==> config.mk <==
export PLATFORM = sky130hd
export DESIGN_NAME = despread
export DESIGN_NICKNAME = d
export VERILOG_FILES = /design/src/rtl/lfsr.sv /design/src/rtl/despread.sv
export SDC_FILE = /design/constraint.sdc
export NUM_CORES = 1
export LEC_CHECK = 0
export BUFFER_PORTS_ARGS = -buffer_cell sky130_fd_sc_hd__buf_4
export CORE_MARGIN = 4
export CORE_UTILIZATION = 60
export DETAILED_ROUTE_END_ITERATION = 16
export PLACE_DENSITY_LB_ADDON = 0.2
export SYNTH_ARGS = -nofsm -noshare
export SYNTH_HDL_FRONTEND = slang
export SYNTH_SLANG_ARGS = --single-unit
export TNS_END_PERCENT = 10
==> constraint.sdc <==
create_clock -name i_clk -period 4.6 [get_ports i_clk]
set_input_delay 0.92 -clock i_clk [delete_from_list [all_inputs] [get_ports i_clk]]
set_output_delay 0.92 -clock i_clk [all_outputs]
set_load 0.03 [all_outputs]
==> src/rtl/lfsr.sv <==
// rtl/lfsr.sv - 8-bit Fibonacci LFSR chip-code generator shared by spreader and despreader
module lfsr #(
    parameter logic [7:0] SEED = 8'hB5
) (
    input  logic i_clk,
    input  logic i_reset,
    input  logic i_valid,
    output logic o_data
);
    logic [7:0] r_state;
    logic       w_feedback;

    // Taps 8,6,5,4 give a maximal-length sequence; output is the MSB before each shift.
    assign w_feedback = r_state[7] ^ r_state[5] ^ r_state[4] ^ r_state[3];
    assign o_data     = r_state[7];

    // Advance one step for every cycle the consumer asks for a code bit.
    always_ff @(posedge i_clk or posedge i_reset) begin
        if (i_reset) begin
            r_state <= SEED;
        end else if (i_valid) begin
            r_state <= {r_state[6:0], w_feedback};
        end
    end
endmodule

==> src/rtl/despread.sv <==
// rtl/despread.sv - chip-stream despreader with majority-vote bit recovery
module despread #(
    parameter int SPREAD       = 24,
    parameter int SIZE_COUNTER = $clog2(SPREAD),
    parameter int CORR_W       = $clog2(SPREAD + 1)
) (
    input  logic              i_clk,
    input  logic              i_reset,
    input  logic              i_data,
    input  logic              i_valid,
    input  logic              i_sync,
    output logic              o_ready,
    output logic              o_data,
    output logic              o_valid,
    output logic [CORR_W-1:0] o_corr,
    output logic              o_tie
);
    typedef enum logic {S_LOAD, S_RUN} state_t;

    localparam logic [SIZE_COUNTER-1:0] LAST_IDX = SIZE_COUNTER'(SPREAD - 1);
    localparam logic [CORR_W-1:0]       HALF     = CORR_W'(SPREAD / 2);
    localparam logic [CORR_W:0]         SPREAD_W = (CORR_W + 1)'(SPREAD);

    state_t                  r_state;
    state_t                  w_next_state;
    logic                    w_lfsr_valid;
    logic                    w_lfsr_data;
    logic [SIZE_COUNTER-1:0] r_load_cnt;
    logic [SPREAD-1:0]       r_code;

    logic [SIZE_COUNTER-1:0] r_idx;
    logic [SIZE_COUNTER-1:0] w_idx;
    logic [CORR_W-1:0]       r_acc;
    logic [CORR_W-1:0]       w_acc_base;
    logic [CORR_W-1:0]       w_total;
    logic                    w_accept;
    logic                    w_x;
    logic                    w_last;

    logic                    r_ready;
    logic                    r_valid;
    logic                    r_data;
    logic [CORR_W-1:0]       r_corr;
    logic                    r_tie;

    lfsr u_lfsr (
        .i_clk   (i_clk),
        .i_reset (i_reset),
        .i_valid (w_lfsr_valid),
        .o_data  (w_lfsr_data)
    );

    // FSM state register.
    always_ff @(posedge i_clk or posedge i_reset) begin
        if (i_reset) begin
            r_state <= S_LOAD;
        end else begin
            r_state <= w_next_state;
        end
    end

    // Pull SPREAD code bits from the LFSR, then run forever until reset.
    always_comb begin
        w_next_state = r_state;
        w_lfsr_valid = 1'b0;
        case (r_state)
            S_LOAD: begin
                w_lfsr_valid = 1'b1;
                if (r_load_cnt == LAST_IDX) begin
                    w_next_state = S_RUN;
                end
            end
            S_RUN:   w_next_state = S_RUN;
            default: w_next_state = S_LOAD;
        endcase
    end

    // Capture the code bit 0 first, exactly as the spreader does.
    always_ff @(posedge i_clk or posedge i_reset) begin
        if (i_reset) begin
            r_load_cnt <= '0;
            r_code     <= '0;
        end else if (r_state == S_LOAD) begin
            r_code[r_load_cnt] <= w_lfsr_data;
            r_load_cnt         <= r_load_cnt + 1'b1;
        end
    end

    // Ready follows the FSM by one cycle so it is glitch-free at the port.
    always_ff @(posedge i_clk or posedge i_reset) begin
        if (i_reset) begin
            r_ready <= 1'b0;
        end else begin
            r_ready <= (r_state == S_RUN);
        end
    end

    // A sync chip restarts the symbol: index and partial count are treated as zero.
    assign w_accept   = i_valid & r_ready;
    assign w_idx      = i_sync ? '0 : r_idx;
    assign w_acc_base = i_sync ? '0 : r_acc;
    assign w_x        = i_data ^ r_code[w_idx];
    assign w_total    = w_acc_base + CORR_W'(w_x);
    assign w_last     = (w_idx == LAST_IDX);

    // Per-chip correlation; the accumulator clears at the symbol boundary.
    always_ff @(posedge i_clk or posedge i_reset) begin
        if (i_reset) begin
            r_idx <= '0;
            r_acc <= '0;
        end else if (w_accept) begin
            if (w_last) begin
                r_idx <= '0;
                r_acc <= '0;
            end else begin
                r_idx <= w_idx + 1'b1;
                r_acc <= w_total;
            end
        end
    end

    // Majority decision on the final chip; results hold until the next symbol.
    always_ff @(posedge i_clk or posedge i_reset) begin
        if (i_reset) begin
            r_valid <= 1'b0;
            r_data  <= 1'b0;
            r_corr  <= '0;
            r_tie   <= 1'b0;
        end else begin
            r_valid <= w_accept & w_last;
            if (w_accept && w_last) begin
                r_data <= (w_total > HALF);
                r_corr <= w_total;
                r_tie  <= ({w_total, 1'b0} == SPREAD_W);
            end
        end
    end

    assign o_ready = r_ready;
    assign o_valid = r_valid;
    assign o_data  = r_data;
    assign o_corr  = r_corr;
    assign o_tie   = r_tie;
endmodule
Word-level counts from Yosys, hierarchy flattened. Index checks and enable logic that the tools add are counted.

Add/sub/neg operators: 3. Multiply operators: 0. Divide/modulo/power cells: 0. Order comparisons: 4. Equality and inequality tests: 3. Shift-type cells: 0. Mux-type cells: 11. Bitwise gates (word level): 7. Reductions and logical operators: 2.

Operator list (count): $bwmux 24 (1); $mux 5 (4); $lt 5x6->1 const B (2); $add 5x1->5 const B (2); $eq 5x5->1 const B (2); $add 5x1->5 (1); $bmux 1 s5 (1); $demux 1 s5 (1); $eq 5x4->1 const B (1); $ge 5x1->1 const B (1); $gt 5x4->1 const B (1); $xor 1x1->1 (4); $mux 1 (3); $and 1x1->1 (2); $logic_and 1x1->1 (2); $pmux 1 s2 (1); $not 1->1 (1).

Flip-flop bits (word level): 57. Bits in latches: 0. Memory bits (writable): 0. Memory bits (read-only): 0. Input port bits: 5. Output and inout bits: 9. Logic and storage cells: 41. Memories kept: 0.

Longest topological paths before layout. Gate-level depths: netlist of the first run.

Word-level depth: 6. Mapped depth: 13. Mapped depth without buffers: 12.

Cells and area by module. From an unflattened synthesis of the first run, not the netlist that was laid out.

Cell total of the unflattened synthesis: 273. Area, all modules: 2897.8 µm².

Modules (own cells, without submodules): despread (times used 1, cells each 251, area an instance 2568.7 µm², seq. area each 1226.2 µm²); lfsr (times used 1, cells each 22, area an instance 329.1 µm², seq. area each 206.4 µm²).

Least setup slack after synthesis of the first run. No wires, ideal clock.

Path type: input to register. From: in i_sync. To: reg r_tie (netlist: o_tie). Library setup time: 0.125 ns. Arrival: 3.116 ns. Data required time: 4.475 ns. Slack: 1.359 ns. Cell stages on the path: 13. Path buffers: 1. Path through: buf_6 > or3b_1 > o22ai_1 > a2111oi_0 > o31ai_2 > xor2_1 > ha_1 > ha_1 > nand3_1 > xor2_1 > nor2_1 > nor3b_1 > mux2_2.

Longest elaborated chain between the ends: 6. Elaborated cells between the ends (all ways): 9. Those cells by class: add/sub: 1; eq/ne: 2; mux: 4; bitwise: 1; reduce/logical: 1.

Ends and longest elaborated chain: start: declaration (RTL line despread.sv:11) `input logic i_sync,`; $mux 5 (RTL line despread.sv:100) `assign w_idx = i_sync ? '0 : r_idx;`; $bmux 1 s5 (RTL line despread.sv:102) `assign w_x = i_data ^ r_code[w_idx];`; $mux 1 (implied by the code) (RTL line despread.sv:102); $xor 1x1->1 (RTL line despread.sv:102); $add 5x1->5 (RTL line despread.sv:103) `assign w_total = w_acc_base + CORR_W'(w_x);`; $eq 5x4->1 (RTL line despread.sv:134) `r_tie <= ({w_total, 1'b0} == SPREAD_W);`; end signal: assignment (RTL line despread.sv:134); end: declaration (RTL line despread.sv:44) `logic r_tie;`.

Parallel ways exist; a longest one is shown, timed or not. The select of a mux whose other input is x is not followed. A chain may end at the register's enable or synchronous reset.

Worst setup path in the final report of the first run. Ends and elaborated chain as after synthesis.

==> impl_results.md, run 1 <==
- Initial Util: 64.2%
- Tightest Pin Transition: 668 ps
- Period utilization: 75.9%
- Most frequent cells in the layout: dfrtp_1, mux2_2, nand2_1, nor2_1, buf_4
- CP startpoint kind: input port
- Max Cap Viol: 0
- Distinct cells, synth: 43
- Post-cts resize count: 0
- Vias in the first global route: 1973
- Die H: 77.4 um
- PD cells: 334 nW/um^2
- Gpl congestion: 0.800
- Crit path max-delay family: compound AO/OA/AOI/OAI gates
- Dpl ws: 803 ps
- Clk_skew: 8.60 ps
- WL/cell: 16.8 um
- Synthesized Nets: 270
- Synth async-reset ratio: 100%
- Crit path max fanout: 20
- Grt ovf: 0
- Syn_area_per_cell: 11.2 sq um
- Share of post-route cells with drive strength above 1: 28.1%
- Antenna cells: 0
- Mapped cell area: just under 3000 sq um
- Chip width: 77.4 um
- Final setup viols: 0
- Slowest-stage cell, CP: a2111oi_0
- Bufs on Longest Clock Path: 2
- Inst Count DP: 310
- Critical path class: in2reg
- Final worst slack: about 1100 ps
- Status: complete, no violations
- Cells along the critical path: buf_4, and2b_1, a221oi_1, a2111oi_0, o31ai_2, xor2_1, ha_1, ha_1, nand3_1, xor2_1, nor2_1, nor3b_1, mux2_2
- Clk_lat worst skew: 340 ps
- Final critical-path required period: 3490 ps
- I/O Buffers: 13
- Post-CTS setup buffer count: 0
- Die area: 5990 sq um
- Predominant post-synthesis flop cell: dfrtp_1
- Most common cell after layout, fill and taps aside: dfrtp_1
- LEAKAGE: 1.44 nW
- Maximum VDD drop: 0.000229 V
- IO Count: 14
- First-pass DRT Iterations: 4
- Hold Crit Class: reg2reg
- Vias after detailed routing: 1923
- Total Routing Usage GR: 20.6%
- Fin Setup TNS: 0 ps
- Post-synthesis sequential area ratio: between 40% and 50%
- Slowest stage delay, CP: 620 ps
- Area grow syn2layout: 10.3%
- Synth Register Bits: 57
- Number of enable flip-flop cells after synthesis: 0
- Post-Syn Instances: 258
- CP Data Arrival Time: 3710 ps
- Number of antenna violations at the first check in global routing: 0
- Cts-stage hold buffer count: 0
- CTS root buffer: clkbuf_8
- Core Rows: 24
- H-tree depth: 3
- DRC: 0
- Worst path required time: 4820 ps
- Fill cells: 340
- Final hold vios: 0
- CP Capture Type: register
- CTS tree: built
- HPWL after detailed placement: 3780 um
- Max-slew headroom: 55.5%
- RSZ-0062 raised after global routing: false
- Post-route cell area: between 3000 and 4000 sq um
- Total CTS buffers: 9
- 1st-iter DRT viols: 99
- F_max: 0.286 GHz
- Layout net count: 281
- Core area: 4500 sq um
- First-pass GRT wire length: 9590 um
- WL final: 5460 um
- Crit path buffers/inverters: 1
- Yosys warns: 0
- Total number of clock tree sinks: 57
- Reg2reg setup slack: 1130 ps
- Dpl cell area: 2990 sq um
- Vias per cell: just under 6
- Final std cells w/o fill: 326
- Antenna Nets Post-Route: 0
- Slew Viols, Final: 0
- CTS clock-pin slew for the worst setup and hold paths: 60 ps
- Largest net degree at the start of global routing: 39
==> final timing paths <==
path / to / startpoint / cells past startpoint
setup reg to reg: o_tie / r_idx[1] / 12
setup / recovery: o_tie / i_sync / 13
max in group asynchronous: r_idx[4] / i_reset / 3
hold reg to reg: r_acc[0] / r_acc[0] / 2
min in group asynchronous: r_code[9] / i_reset / 2
hold / removal: r_acc[0] / r_acc[0] / 2
==> registers in the layout (all words and copies together), names as in the netlist <==
signal / flops
o_ready: 1
r_state: 1
o_corr: 5
o_valid: 1
r_code: 24
o_tie: 1
r_idx: 5
u_lfsr.r_state: 8
r_acc: 5
o_data: 1
r_load_cnt: 5
==> tightest hold or removal path, stage by stage (launching register included) <==
cell and delay [ps]:
dfrtp_1 350, nand2_1 50, o21ai_0 60
==> layout make-up <==
class	instances	area (sq um)	share of cell area [%]
clock inverter	3	40.0	1.26
multi-input combinational	178	1350	42.4
tap	52	65.1	2.04
inverter	9	33.8	1.06
sequential	57	1430	45.0
clock buffer	13	159	4.99
timing repair buffer	14	105	3.30
==> synth_stat cells, drive strengths merged (4+ instances only) <==
library cell / number / area share, %
nor2b: 8 / 1.7
a21oi: 9 / 1.6
inv: 9 / 1.2
ha: 7 / 3.0
mux2: 36 / 14
dfstp: 5 / 4.5
nor2: 15 / 1.9
nand2: 30 / 4.0
nand2b: 4 / 0.87
dfrtp: 52 / 45
xnor2: 8 / 2.4
nor3b: 5 / 1.3
buf: 6 / 1.5
o21ai: 11 / 1.9
clkbuf: 8 / 1.0
mux2i: 7 / 2.4
==> routing by layer <==
layer / track usage, % / wire length [um] / vias up / part of all wire, %
li1: - / - / 921 / -
met1: 28.8 / 2650 / 959 / 49
met2: 30.3 / 2530 / 31 / 46
met3: 3.94 / 158 / 12 / 2.9
met4: 11.6 / 123 / 0 / 2.3
met5: 0 / 0 / - / 0
==> per-stage QoR <==
| step | util [%] | hold slack [ps] | total power [mW] |
|---|---|---|---|
| after floorplan | - | 385 | 0.587 |
| after global placement | 66.3 | 456 | 0.600 |
| after detailed placement | 66.3 | 477 | 0.603 |
| after CTS | 70.8 | 491 | 1.07 |
| after global routing | 70.8 | 521 | 1.11 |
| final | 70.8 | 495 | 1.07 |
==> cells by family after synthesis <==
family,share of synthesized area [%]
compound gates,7.71
xor+xnor,3.33
fa+ha+maj,3.03
buf+inv,3.68
flops,49.6
mux,18.3
simple gates,14.4
==> power by group <==
group | total (mW) | internal [mW] | leakage, nW | switching (mW)
logic | 0.0633 | 0.0282 | 0.587 | 0.0351
registers | 0.531 | 0.511 | 0.751 | 0.0204
clock network | 0.471 | 0.278 | 0.103 | 0.193
total | 1.07 | 0.817 | 1.44 | 0.249
Power figures use the tool's default switching activity.
==> inputs of run 2 (changes only) <==
ABC_AREA = 1   (was not set)
clock period = 3.6 ns   (was 4.6 ns; I/O delays follow)
==> impl_results.md, run 2 <==
- First-pass GRT wire length: 9940 um
- Crit path max-delay family: simple AND/OR/NAND/NOR gates
- WL final: 5730 um
- Synth async-reset ratio: 100%
- Core Rows: 24
- PD cells: 428 nW/um^2
- Post-CTS setup buffer count: 0
- Grt ovf: 0
- H-tree depth: 3
- Worst path required time: 3800 ps
- CP startpoint kind: input port
- Final hold vios: 0
- CTS tree: built
- First-pass DRT Iterations: 5
- Predominant post-synthesis flop cell: dfrtp_1
- Vias after detailed routing: 2209
- CP Data Arrival Time: 2840 ps
- Total CTS buffers: 9
- Post-cts resize count: 0
- Synth Area in Simple Gates: 21.8%
- Mux share of post-synthesis cell area: 0%
- Total number of clock tree sinks: 57
- Syn_area_per_cell: 8.79 sq um
- Top-count cell post-synth: nand2_1
- Antenna cells: 0
- Number of enable flip-flop cells after synthesis: 0
- Most common cell after layout, fill and taps aside: nand2_1
- Post-synth top area cell: dfrtp_1
- CTS root buffer: clkbuf_8
- I/O Buffers: 13
- Combinational family with the most area after synthesis: simple AND/OR/NAND/NOR gates
- RSZ-0062 raised after global routing: false
- Die H: 76.7 um
- Final critical-path required period: around 2600 ps
- Core area: 4440 sq um
- Biggest register: r_code
- Vias in the first global route: 2105
- Hold Worst Slack: 486 ps
- HPWL after detailed placement: between 4000 and 5000 um
- Cts-stage hold buffer count: 0
- Critical path class: in2reg
- Period utilization: 73.3%
- CP Capture Type: register
- Post-Synth XOR/XNOR Area: 2.48%
- Slowest stage delay, CP: 270 ps
- Share of post-route cells with drive strength above 1: 15.7%
- Final setup viols: 0
- Synth area leaders: dfrtp_1, nand2_1, nand3_1, dfstp_2, inv_1
- Synthesized Nets: between 300 and 400
- Bufs on Longest Clock Path: 2
- Most frequent cells in the layout: nand2_1, dfrtp_1, inv_1, nand3_1, a21oi_1
- Slowest-stage cell, CP: xnor2_1
- Antenna Nets Post-Route: 0
- LEAKAGE: between 1 and 1.5 nW
- Yosys warns: 0
- DRC: 0
- Initial Util: between 60 and 70%
- Synth Register Bits: 57
- Crit path max fanout: 9
- Layout net count: 351
- Post-synthesis sequential area ratio: 50.6%
- F_max: ~0.38 GHz
- Synth top area share: between 40% and 50%
- Maximum VDD drop: 0.000459 V
- Area grow syn2layout: 11.2%
- Number of antenna violations at the first check in global routing: 0
- Mapped cell area: between 2000 and 3000 sq um
- Total Routing Usage GR: 21.4%
- Chip width: 76.7 um
- Cells along the critical path: buf_4, inv_6, nand2_2, inv_2, nand3_1, nand3_1, nand3_1, nand2_1, nand2_1, nand3_1, nand2_1, ha_1, ha_1, xnor2_1, nor2_1, o211ai_1, nand3_1
- WL/cell: approximately 14 um
- Max FFs per register: 24
- IO Count: 14
- Vias per cell: about 5.6
- Die area: ~5900 sq um
- Compound-Gate Fraction of Synth Area: 14.7%
- Fin Setup TNS: 0 ps
- Slew Viols, Final: 0
- Tightest Pin Transition: between 700 and 800 ps
- Top Registers: r_code: 24 flops, u_lfsr.r_state: 8 flops
- Max Cap Viol: 0
- Clk_skew: between 5 and 6 ps
- Largest net degree at the start of global routing: 34
- Post-Syn Instances: about 320
- Critical path's most frequent cell: nand3_1
- Status: complete, no violations
- Adder-cell share of the synthesized area: 3.10%
- Hold Crit Class: in2async
- CTS clock-pin slew for the worst setup and hold paths: 60 ps
- Clk_lat worst skew: roughly 340 ps
- Crit path buffers/inverters: 3
- Distinct cells, synth: 32
- Gpl congestion: roughly 0.9
- Max-slew headroom: about half
- 1st-iter DRT viols: 133
- Synth cell count leaders: nand2_1, dfrtp_1, inv_1, nand3_1, a21oi_1
-- run 2: routing by layer --
layer  GRT usage [%]  wire [um]
met3            6.44        249
met4            7.61         88
met5               0          0
met2            32.1       2680
met1            29.5       2720
-- run 2: final timing paths --
kind	from	end	slack, ps	depth (start not counted)
worst max-delay path	i_sync	o_data	960	17
worst min-delay path	i_reset	o_corr[1]	490	2
worst max register to register	r_idx[0]	o_data	970	15
worst min register to register	u_lfsr.r_state[6]	u_lfsr.r_state[7]	490	2
max in group asynchronous	i_reset	r_code[8]	2340	3
min in group i_clk	u_lfsr.r_state[6]	u_lfsr.r_state[7]	490	2
-- run 2: final cells by class --
class                      instances  area [sq um]
clock buffer                      10           138
clock inverter                     6          57.6
sequential                        57          1430
multi-input combinational        216          1190
fill                             358          1300
timing repair buffer              14           105
tap                               52          65.1
inverter                          41           159
-- run 2: cells by family (layout without fill, tap and decap cells) --
kind of cell / Yosys count / in the layout
adder cells (fa/ha/maj): 7 / 7
AO/OA/AOI/OAI: 75 / 75
AND/OR/NAND/NOR: 126 / 126
buffers and inverters: 49 / 71
XOR/XNOR: 8 / 8
flip-flops: 57 / 57
-- run 2: power breakdown --
part	total, mW	switching [mW]	internal, mW
Combinational	0.0930	0.0649	0.0282
Sequential	0.661	0.0103	0.651
Clock	0.591	0.258	0.333
Total	1.35	0.333	1.01
-- run 2: through the flow --
| stage | total power [mW] | util, % | instances | setup slack [ps] | instance area [sq um] |
|---|---|---|---|---|---|
| 2_1_floorplan | 0.746 | - | 322 | 1050 | 2830 |
| 3_3_place_gp | 0.764 | 66.4 | 380 | 747 | 2950 |
| 3_5_place_dp | 0.765 | 66.4 | 380 | 686 | 2950 |
| 4_1_cts | 1.35 | 70.8 | 396 | 955 | 3150 |
| 5_1_grt | 1.40 | 70.8 | 396 | 687 | 3150 |
| 6_report | 1.35 | 70.8 | 396 | 960 | 3150 |
